## src/rtl/ebus_arbiter_pkg.sv

```systemverilog
// Shared types and helpers for the EBUS arbiter: FSM states, requester indices
// and small elaboration-time width helpers.
package ebus_arbiter_pkg;

    typedef enum logic [1:0] {
        ST_IDLE,
        ST_SETUP,
        ST_DEMAND,
        ST_DONE
    } ebus_arb_state_e;

    // Requester index order matches the EBUS data mux order.
    typedef enum logic [3:0] {
        EBUS_APR = 4'd0,
        EBUS_CON = 4'd1,
        EBUS_CRA = 4'd2,
        EBUS_CTL = 4'd3,
        EBUS_EDP = 4'd4,
        EBUS_IR  = 4'd5,
        EBUS_MTR = 4'd6,
        EBUS_PI  = 4'd7,
        EBUS_SCD = 4'd8,
        EBUS_SHM = 4'd9,
        EBUS_VMA = 4'd10
    } ebus_req_e;

    localparam int EBUS_NREQ = 11;

    function automatic int clog2_min1(input int v);
        return (v > 1) ? $clog2(v) : 1;
    endfunction

    function automatic int max_int(input int a, input int b);
        return (a > b) ? a : b;
    endfunction

endpackage

```

## src/rtl/ebus_arbiter_if.sv

```systemverilog
// EBUS arbitration handshake: level requests and XFER in, one-hot grant,
// DEMAND and transfer status out.
interface ebus_arbiter_if
    import ebus_arbiter_pkg::*;
#(
    parameter int NREQ = EBUS_NREQ
) ();

    localparam int IDX_W = clog2_min1(NREQ);

    logic [0:NREQ-1]  req;
    logic             xfer;
    logic [0:NREQ-1]  grant;
    logic [IDX_W-1:0] grantIdx;
    logic             busy;
    logic             ebusDemand;
    logic             xferDone;
    logic             xferTimeout;

    modport master (
        input  req, xfer,
        output grant, grantIdx, busy, ebusDemand, xferDone, xferTimeout
    );

    modport slave (
        output req, xfer,
        input  grant, grantIdx, busy, ebusDemand, xferDone, xferTimeout
    );

endinterface

```

## src/rtl/ebus_arbiter_rr_pick.sv

```systemverilog
// Combinational winner select: first set request at or above rr_ptr with
// wrap-around, or lowest set index when rr_mode is 0.
module ebus_arbiter_rr_pick
    import ebus_arbiter_pkg::*;
#(
    parameter  int NREQ  = EBUS_NREQ,
    localparam int IDX_W = clog2_min1(NREQ)
) (
    input  logic [0:NREQ-1]  req,
    input  logic [IDX_W-1:0] rr_ptr,
    input  logic             rr_mode,
    output logic [IDX_W-1:0] winner,
    output logic             any_req
);

    always_comb begin : p_pick
        int unsigned base;
        int unsigned idx;
        winner  = '0;
        any_req = 1'b0;
        base    = rr_mode ? 32'(rr_ptr) : 32'd0;
        idx     = 0;
        for (int unsigned i = 0; i < NREQ; i++) begin
            idx = (base + i) % NREQ;
            if (!any_req && req[IDX_W'(idx)]) begin
                any_req = 1'b1;
                winner  = IDX_W'(idx);
            end
        end
    end

endmodule

```

## src/rtl/ebus_arbiter.sv

```systemverilog
// EBUS arbiter: grants one requester at a time and sequences
// grant -> setup -> DEMAND -> XFER/timeout/abandon -> release.
module ebus_arbiter
    import ebus_arbiter_pkg::*;
#(
    parameter int NREQ    = EBUS_NREQ,
    parameter int SETUP   = 2,
    parameter int TIMEOUT = 64,
    parameter int RR      = 1
) (
    input  logic           clk,
    input  logic           reset,
    ebus_arbiter_if.master bus
);

    localparam int IDX_W = clog2_min1(NREQ);
    localparam int CNT_W = clog2_min1(max_int(SETUP, TIMEOUT));

    if (SETUP < 1 || TIMEOUT < 2) begin : g_param_check
        $error("ebus_arbiter: SETUP must be >= 1 and TIMEOUT >= 2");
    end

    ebus_arb_state_e  state_q, state_d;
    logic [CNT_W-1:0] cnt_q, cnt_d;
    logic [0:NREQ-1]  grant_q, grant_d;
    logic [IDX_W-1:0] grant_idx_q, grant_idx_d;
    logic [IDX_W-1:0] rr_ptr_q, rr_ptr_d;
    logic             busy_q, busy_d;
    logic             demand_q, demand_d;
    logic             done_q, done_d;
    logic             timeout_q, timeout_d;

    logic [IDX_W-1:0] pick_idx;
    logic             pick_any;

    ebus_arbiter_rr_pick #(
        .NREQ (NREQ)
    ) u_pick (
        .req     (bus.req),
        .rr_ptr  (rr_ptr_q),
        .rr_mode (RR != 0),
        .winner  (pick_idx),
        .any_req (pick_any)
    );

    always_comb begin
        state_d     = state_q;
        cnt_d       = cnt_q;
        grant_d     = grant_q;
        grant_idx_d = grant_idx_q;
        rr_ptr_d    = rr_ptr_q;
        demand_d    = demand_q;
        done_d      = 1'b0;
        timeout_d   = 1'b0;

        case (state_q)
            ST_IDLE: begin
                if (pick_any) begin
                    grant_d           = '0;
                    grant_d[pick_idx] = 1'b1;
                    grant_idx_d       = pick_idx;
                    cnt_d             = '0;
                    state_d           = ST_SETUP;
                end
            end
            // Abandon by the grantee takes priority over every other exit.
            ST_SETUP: begin
                if (!bus.req[grant_idx_q]) begin
                    demand_d = 1'b0;
                    state_d  = ST_DONE;
                end else if (cnt_q == CNT_W'(SETUP - 1)) begin
                    demand_d = 1'b1;
                    cnt_d    = '0;
                    state_d  = ST_DEMAND;
                end else begin
                    cnt_d = cnt_q + CNT_W'(1);
                end
            end
            ST_DEMAND: begin
                if (!bus.req[grant_idx_q]) begin
                    demand_d = 1'b0;
                    state_d  = ST_DONE;
                end else if (bus.xfer) begin
                    demand_d = 1'b0;
                    done_d   = 1'b1;
                    state_d  = ST_DONE;
                end else if (cnt_q == CNT_W'(TIMEOUT - 1)) begin
                    demand_d  = 1'b0;
                    timeout_d = 1'b1;
                    state_d   = ST_DONE;
                end else begin
                    cnt_d = cnt_q + CNT_W'(1);
                end
            end
            ST_DONE: begin
                grant_d = '0;
                state_d = ST_IDLE;
                if (RR != 0) begin
                    rr_ptr_d = (grant_idx_q == IDX_W'(NREQ - 1)) ? '0
                                                                  : grant_idx_q + IDX_W'(1);
                end
            end
            default: state_d = ST_IDLE;
        endcase

        busy_d = (state_d != ST_IDLE);
    end

    always_ff @(posedge clk) begin
        if (reset) begin
            state_q     <= ST_IDLE;
            cnt_q       <= '0;
            grant_q     <= '0;
            grant_idx_q <= '0;
            rr_ptr_q    <= '0;
            busy_q      <= 1'b0;
            demand_q    <= 1'b0;
            done_q      <= 1'b0;
            timeout_q   <= 1'b0;
        end else begin
            state_q     <= state_d;
            cnt_q       <= cnt_d;
            grant_q     <= grant_d;
            grant_idx_q <= grant_idx_d;
            rr_ptr_q    <= rr_ptr_d;
            busy_q      <= busy_d;
            demand_q    <= demand_d;
            done_q      <= done_d;
            timeout_q   <= timeout_d;
        end
    end

    assign bus.grant       = grant_q;
    assign bus.grantIdx    = grant_idx_q;
    assign bus.busy        = busy_q;
    assign bus.ebusDemand  = demand_q;
    assign bus.xferDone    = done_q;
    assign bus.xferTimeout = timeout_q;

endmodule

```

## src/flat_wrapper.sv

```systemverilog
// flat-port wrapper written by rule: the top's interface ports become plain ports
module ebus_arbiter_flat import ebus_arbiter_pkg::*;
#(
    parameter int NREQ    = EBUS_NREQ,
    parameter int SETUP   = 2,
    parameter int TIMEOUT = 64,
    parameter int RR      = 1
)
  (clk, reset, bus_req, bus_xfer, bus_grant, bus_grantIdx, bus_busy, bus_ebusDemand, bus_xferDone, bus_xferTimeout);
  ebus_arbiter_if #(.NREQ(NREQ)) bus_i ();
  input  logic clk;
  input  logic reset;
  input wire logic [$bits(bus_i.req)-1:0] bus_req;
  input wire logic [$bits(bus_i.xfer)-1:0] bus_xfer;
  output wire logic [$bits(bus_i.grant)-1:0] bus_grant;
  output wire logic [$bits(bus_i.grantIdx)-1:0] bus_grantIdx;
  output wire logic [$bits(bus_i.busy)-1:0] bus_busy;
  output wire logic [$bits(bus_i.ebusDemand)-1:0] bus_ebusDemand;
  output wire logic [$bits(bus_i.xferDone)-1:0] bus_xferDone;
  output wire logic [$bits(bus_i.xferTimeout)-1:0] bus_xferTimeout;
  assign bus_i.req = bus_req;
  assign bus_i.xfer = bus_xfer;
  assign bus_grant = bus_i.grant;
  assign bus_grantIdx = bus_i.grantIdx;
  assign bus_busy = bus_i.busy;
  assign bus_ebusDemand = bus_i.ebusDemand;
  assign bus_xferDone = bus_i.xferDone;
  assign bus_xferTimeout = bus_i.xferTimeout;
  ebus_arbiter #(.NREQ(NREQ), .SETUP(SETUP), .TIMEOUT(TIMEOUT), .RR(RR)) u_core (.clk(clk), .reset(reset), .bus(bus_i));
endmodule
```

## config.mk

```make
export PLATFORM = sky130hd
export DESIGN_NAME = ebus_arbiter_flat
export DESIGN_NICKNAME = d
export VERILOG_FILES = /design/src/rtl/ebus_arbiter_pkg.sv /design/src/rtl/ebus_arbiter_if.sv /design/src/rtl/ebus_arbiter_rr_pick.sv /design/src/rtl/ebus_arbiter.sv /design/src/flat_wrapper.sv
export SDC_FILE = /design/constraint.sdc
export NUM_CORES = 1
export LEC_CHECK = 0
export BUFFER_PORTS_ARGS = -buffer_cell sky130_fd_sc_hd__buf_4
export CAP_MARGIN = 0
export CELL_PAD_IN_SITES_DETAIL_PLACEMENT = 1
export CELL_PAD_IN_SITES_GLOBAL_PLACEMENT = 1
export CORE_ASPECT_RATIO = 0.9
export CORE_MARGIN = 3
export CORE_UTILIZATION = 48
export CTS_CLUSTER_DIAMETER = 30
export DETAILED_ROUTE_END_ITERATION = 16
export PLACE_DENSITY = 0.83
export SETUP_SLACK_MARGIN = 0.1
export SLEW_MARGIN = 5
export SYNTH_ARGS = -nofsm -noshare
export SYNTH_HDL_FRONTEND = slang
export SYNTH_SLANG_ARGS = --single-unit
```

## constraint.sdc

```tcl
create_clock -name clk -period 9.6 [get_ports clk]
set_input_delay 0.96 -clock clk [delete_from_list [all_inputs] [get_ports clk]]
set_output_delay 0.96 -clock clk [all_outputs]
set_load 0.005 [all_outputs]
```

==> flow_summary_export.csv <==
group,metric,value,unit
layout,seqCellArea,624,µm²
global_routing,grt_overflow,0,
place,dp_hpwl,23.1,mm
logic_synthesis,avgSynthCellArea,7.19,µm²
global_routing,grt_pass1_wl,49.6,mm
clock_network,cts.sinks,31,
clock_network,ctsResizeCount,0,
clock_network,numCtsBuffers,5,
logic_synthesis,synth-seq-cells,31,
timing,worst_pin_slew,1.20,ns
global_routing,antenna_found_initial,1,
timing,rsz0062_at_grt,"no",
floorplanning,core_area,15800,µm²
global_routing,grt_pass1_vias,8774,
min_path,hold_path.class,"flip-flop to flip-flop",
critical_path,cp-end-kind,"flip-flop",
layout,final_cell_mix,"110 x nand2_1, 92 x nor2_1, 89 x a21oi_1",
detailed_routing,vias_per_cell,7.01,
pwr,swShare,52.0,%
floorplanning,io_pins,33,
logic_synthesis,ys_seq_area_share,7.86,%
logic_synthesis,syn-num-nets,1157,
detailed_routing,drt_iter0_markers,786,
logic_synthesis,synthArstFlopShare,0,%
critical_path,cp-startpoint,"u_core.rr_ptr_q[0]",
pwr,p_leak,3.29,nW
layout,final_common_cell,"nand2_1",
timing,max_freq,0.130,GHz
detailed_routing,firstDrtPassIters,5,
layout,fillers,2052,
logic_synthesis,yosys_warnings,0,
critical_path,worstSetupPathType,"flip-flop to flip-flop",
logic_synthesis,yosysUniqueCellTypes,110,
detailed_routing,routed_wl,31.1,mm
layout,drive_gt1_share,12.0,%
timing,final-setup-viol-count,0,
critical_path,arrival,7.91,ns
clock_network,h-tree-depth,2,
timing,tns,0,ns
logic_synthesis,synth_edf_count,0,
clock_network,cts_root_buf,"clkbuf_16",
job,cap_violations,0,
clock_network,cts_setup_buffers,0,
detailed_routing,vias,8925,
pwr,pwr-share-clk,15.2,%
pwr,peakVddDrop,0.0988,mV
timing,hold_violations,0,
clock_network,clk_path_buf_depth,2,
layout,antenna_cells,0,
critical_path,cp-start-kind,"flip-flop",
critical_path,rr_startpoint,"u_core.rr_ptr_q[0]",
timing,whs,0.471,ns
critical_path,max_stage_delay,0.77,ns
run_status,outcome,"complete, no violations",
clock_network,ctsHoldBuffers,0,
clock_network,cts_tree,"built",
floorplanning,die_w,141,µm
logic_synthesis,synth_flop_cell,"dfxtp_1",
critical_path,path_max_fanout,50,
timing,fin_crit_sh,80.4,%
layout,multi_input_area,6720,µm²
floorplanning,dieArea,18000,µm²
floorplanning,rows,43,
clock_network,clock_latency,0.30,ns
critical_path,cpMaxStageDelayCell,"dfxtp_4",
place,place.gp.congestion,1.03,
timing,report.final.slew_viol_count,0,
logic_synthesis,syn_inst,1098,
floorplanning,die_h,128,µm
layout,synthToLayoutAreaGrowth,4.88,%
pwr,p_switching,0.000623,W
global_routing,gr-usage-all-layers,34.2,%
pwr,intPower,0.000576,W
detailed_routing,wire_per_inst,24.4,µm
timing,min_period,7.72,ns
timing,clock_skew,0.00755,ns
critical_path,path_cells,"clkinv_1, buf_4, ha_1, xnor2_1, ha_1, nor4bb_1, a21oi_1, o41ai_1, or2_1, inv_2, ha_1, a21oi_1, nand2_1, a211o_1, a311oi_1, nor3_4, and3_1, a2111oi_0, nor3_1, nor2b_1, a32o_1",
clock_network,clk_pin_slew,0.06,ns
critical_path,required,9.79,ns
detailed_routing,antenna_left,0,
timing,relSlewSlack,18.4,%
floorplanning,start_util,50.1,%
layout,nets,1129,
pwr,p_seq_share,15.7,%
place,port_buffers,32,
logic_synthesis,netlist_area,7900,µm²
detailed_routing,drc,0,
min_path,min_from,"u_core.bus.grant[5]",
critical_path,crit_top_cell,"ha_1",
global_routing,grt_max_degree,58,
pwr,power_density,145,nW/µm²
pwr,pwr-share-comb,69.2,%
-- per-stage QoR --
| stage | cell area [µm²] | utilization (%) | worst slack [ns] | std cells | total power (W) |
|---|---|---|---|---|---|
| 6_report | 8280 | 52.5 | 1.88 | 1273 | 0.00120 |
| 5_1_grt | 8280 | 52.5 | 1.38 | 1273 | 0.00128 |
| 4_1_cts | 8280 | 52.5 | 2.07 | 1273 | 0.00118 |
| 3_5_place_dp | 8110 | 51.5 | 2.12 | 1265 | 0.000986 |
| 3_3_place_gp | 8110 | 51.5 | 2.17 | 1265 | 0.000963 |
| 2_1_floorplan | 7900 | - | 2.85 | 1098 | 0.000768 |
-- worst max-delay path, delay by kind of cell, from the launching register on --
kind | cells | cell delay, ns
simple gates | 7 | 1.72
compound gates | 7 | 2.71
xor+xnor | 1 | 0.47
buf+inv | 3 | 0.79
flops | 1 | 0.77
fa+ha+maj | 3 | 1.10
-- power by group through the flow --
stage / Combinational (W) / Sequential, W / Clock (W)
2_1_floorplan: 0.000600 / 0.000169 / 0
3_3_place_gp: 0.000775 / 0.000187 / 0
3_5_place_dp: 0.000798 / 0.000189 / 0
4_1_cts: 0.000808 / 0.000187 / 0.000185
5_1_grt: 0.000897 / 0.000190 / 0.000192
6_report: 0.000829 / 0.000188 / 0.000182
-- synthesized netlist by cell type, drive strengths merged, types with 13 or more instances --
library cell / n / share of area [%]
clkbuf: 35 / 1.7
nor2: 93 / 4.5
ha: 45 / 7.1
a31oi: 15 / 1.2
mux4: 19 / 5.4
mux2i: 51 / 6.5
dfxtp: 31 / 7.9
a21oi: 93 / 6.1
nand2: 111 / 5.3
and2: 18 / 1.5
nor3: 26 / 1.8
mux2: 17 / 2.5
a211oi: 18 / 1.8
xnor2: 22 / 2.7
nor2b: 18 / 1.4
and3: 16 / 1.3
o21ai: 58 / 3.9
inv: 50 / 2.4
or3: 15 / 1.3
nor4: 13 / 1.4
nand3: 26 / 1.6
buf: 43 / 2.9
o22ai: 13 / 1.0
nand2b: 17 / 1.3
-- area by class of cell --
| cell class | count | share of cell area [%] |
|---|---|---|
| clock buffers | 7 | 1.98 |
| clock inverters | 1 | 0.0604 |
| inverters | 53 | 2.40 |
| multi-input cells | 936 | 81.1 |
| flip-flops and latches | 31 | 7.54 |
| well taps | 202 | 3.05 |
| repair buffers | 43 | 3.90 |
-- state kept, by name (all words and copies together) (netlist names) --
name / flops
u_core.bus.grantIdx: 4
u_core.state_q: 2
u_core.bus.ebusDemand: 1
u_core.bus.grant: 11
u_core.rr_ptr_q: 4
u_core.bus.xferTimeout: 1
u_core.bus.xferDone: 1
u_core.cnt_q: 6
u_core.bus.busy: 1
-- metal layers --
metal  part of all wire, %  GRT usage (%)  vias to the layer above
met5                 0.035              0                        -
met3                   8.8           9.81                       66
met4                   2.6           9.40                        2
met1                    46           48.1                     4399
li1                      -              -                     4118
met2                    43           50.9                      340
-- kinds of logic (layout without fill, tap and decap cells) --
group	Yosys count	count (layout)	synth area share, %
AOI/OAI and AO/OA	375	375	33.9
and+or+nand+nor	400	400	26.2
buffers and inverters	131	104	7.11
DFF	31	31	7.86
adders and majority gates	45	45	7.13
xor gates and xnor gates	29	29	3.45
muxes	87	87	14.4
-- path summary, 6_finish.rpt --
check	to	slack, ns	depth (start not counted)
min reg2reg	u_core.bus.grant[5]	0.47	2
max reg2reg	u_core.bus.grant[9]	1.88	21
min	u_core.bus.grant[5]	0.47	2
max	u_core.bus.grant[9]	1.88	21
No activity file was read; power rests on OpenSTA's default activity.
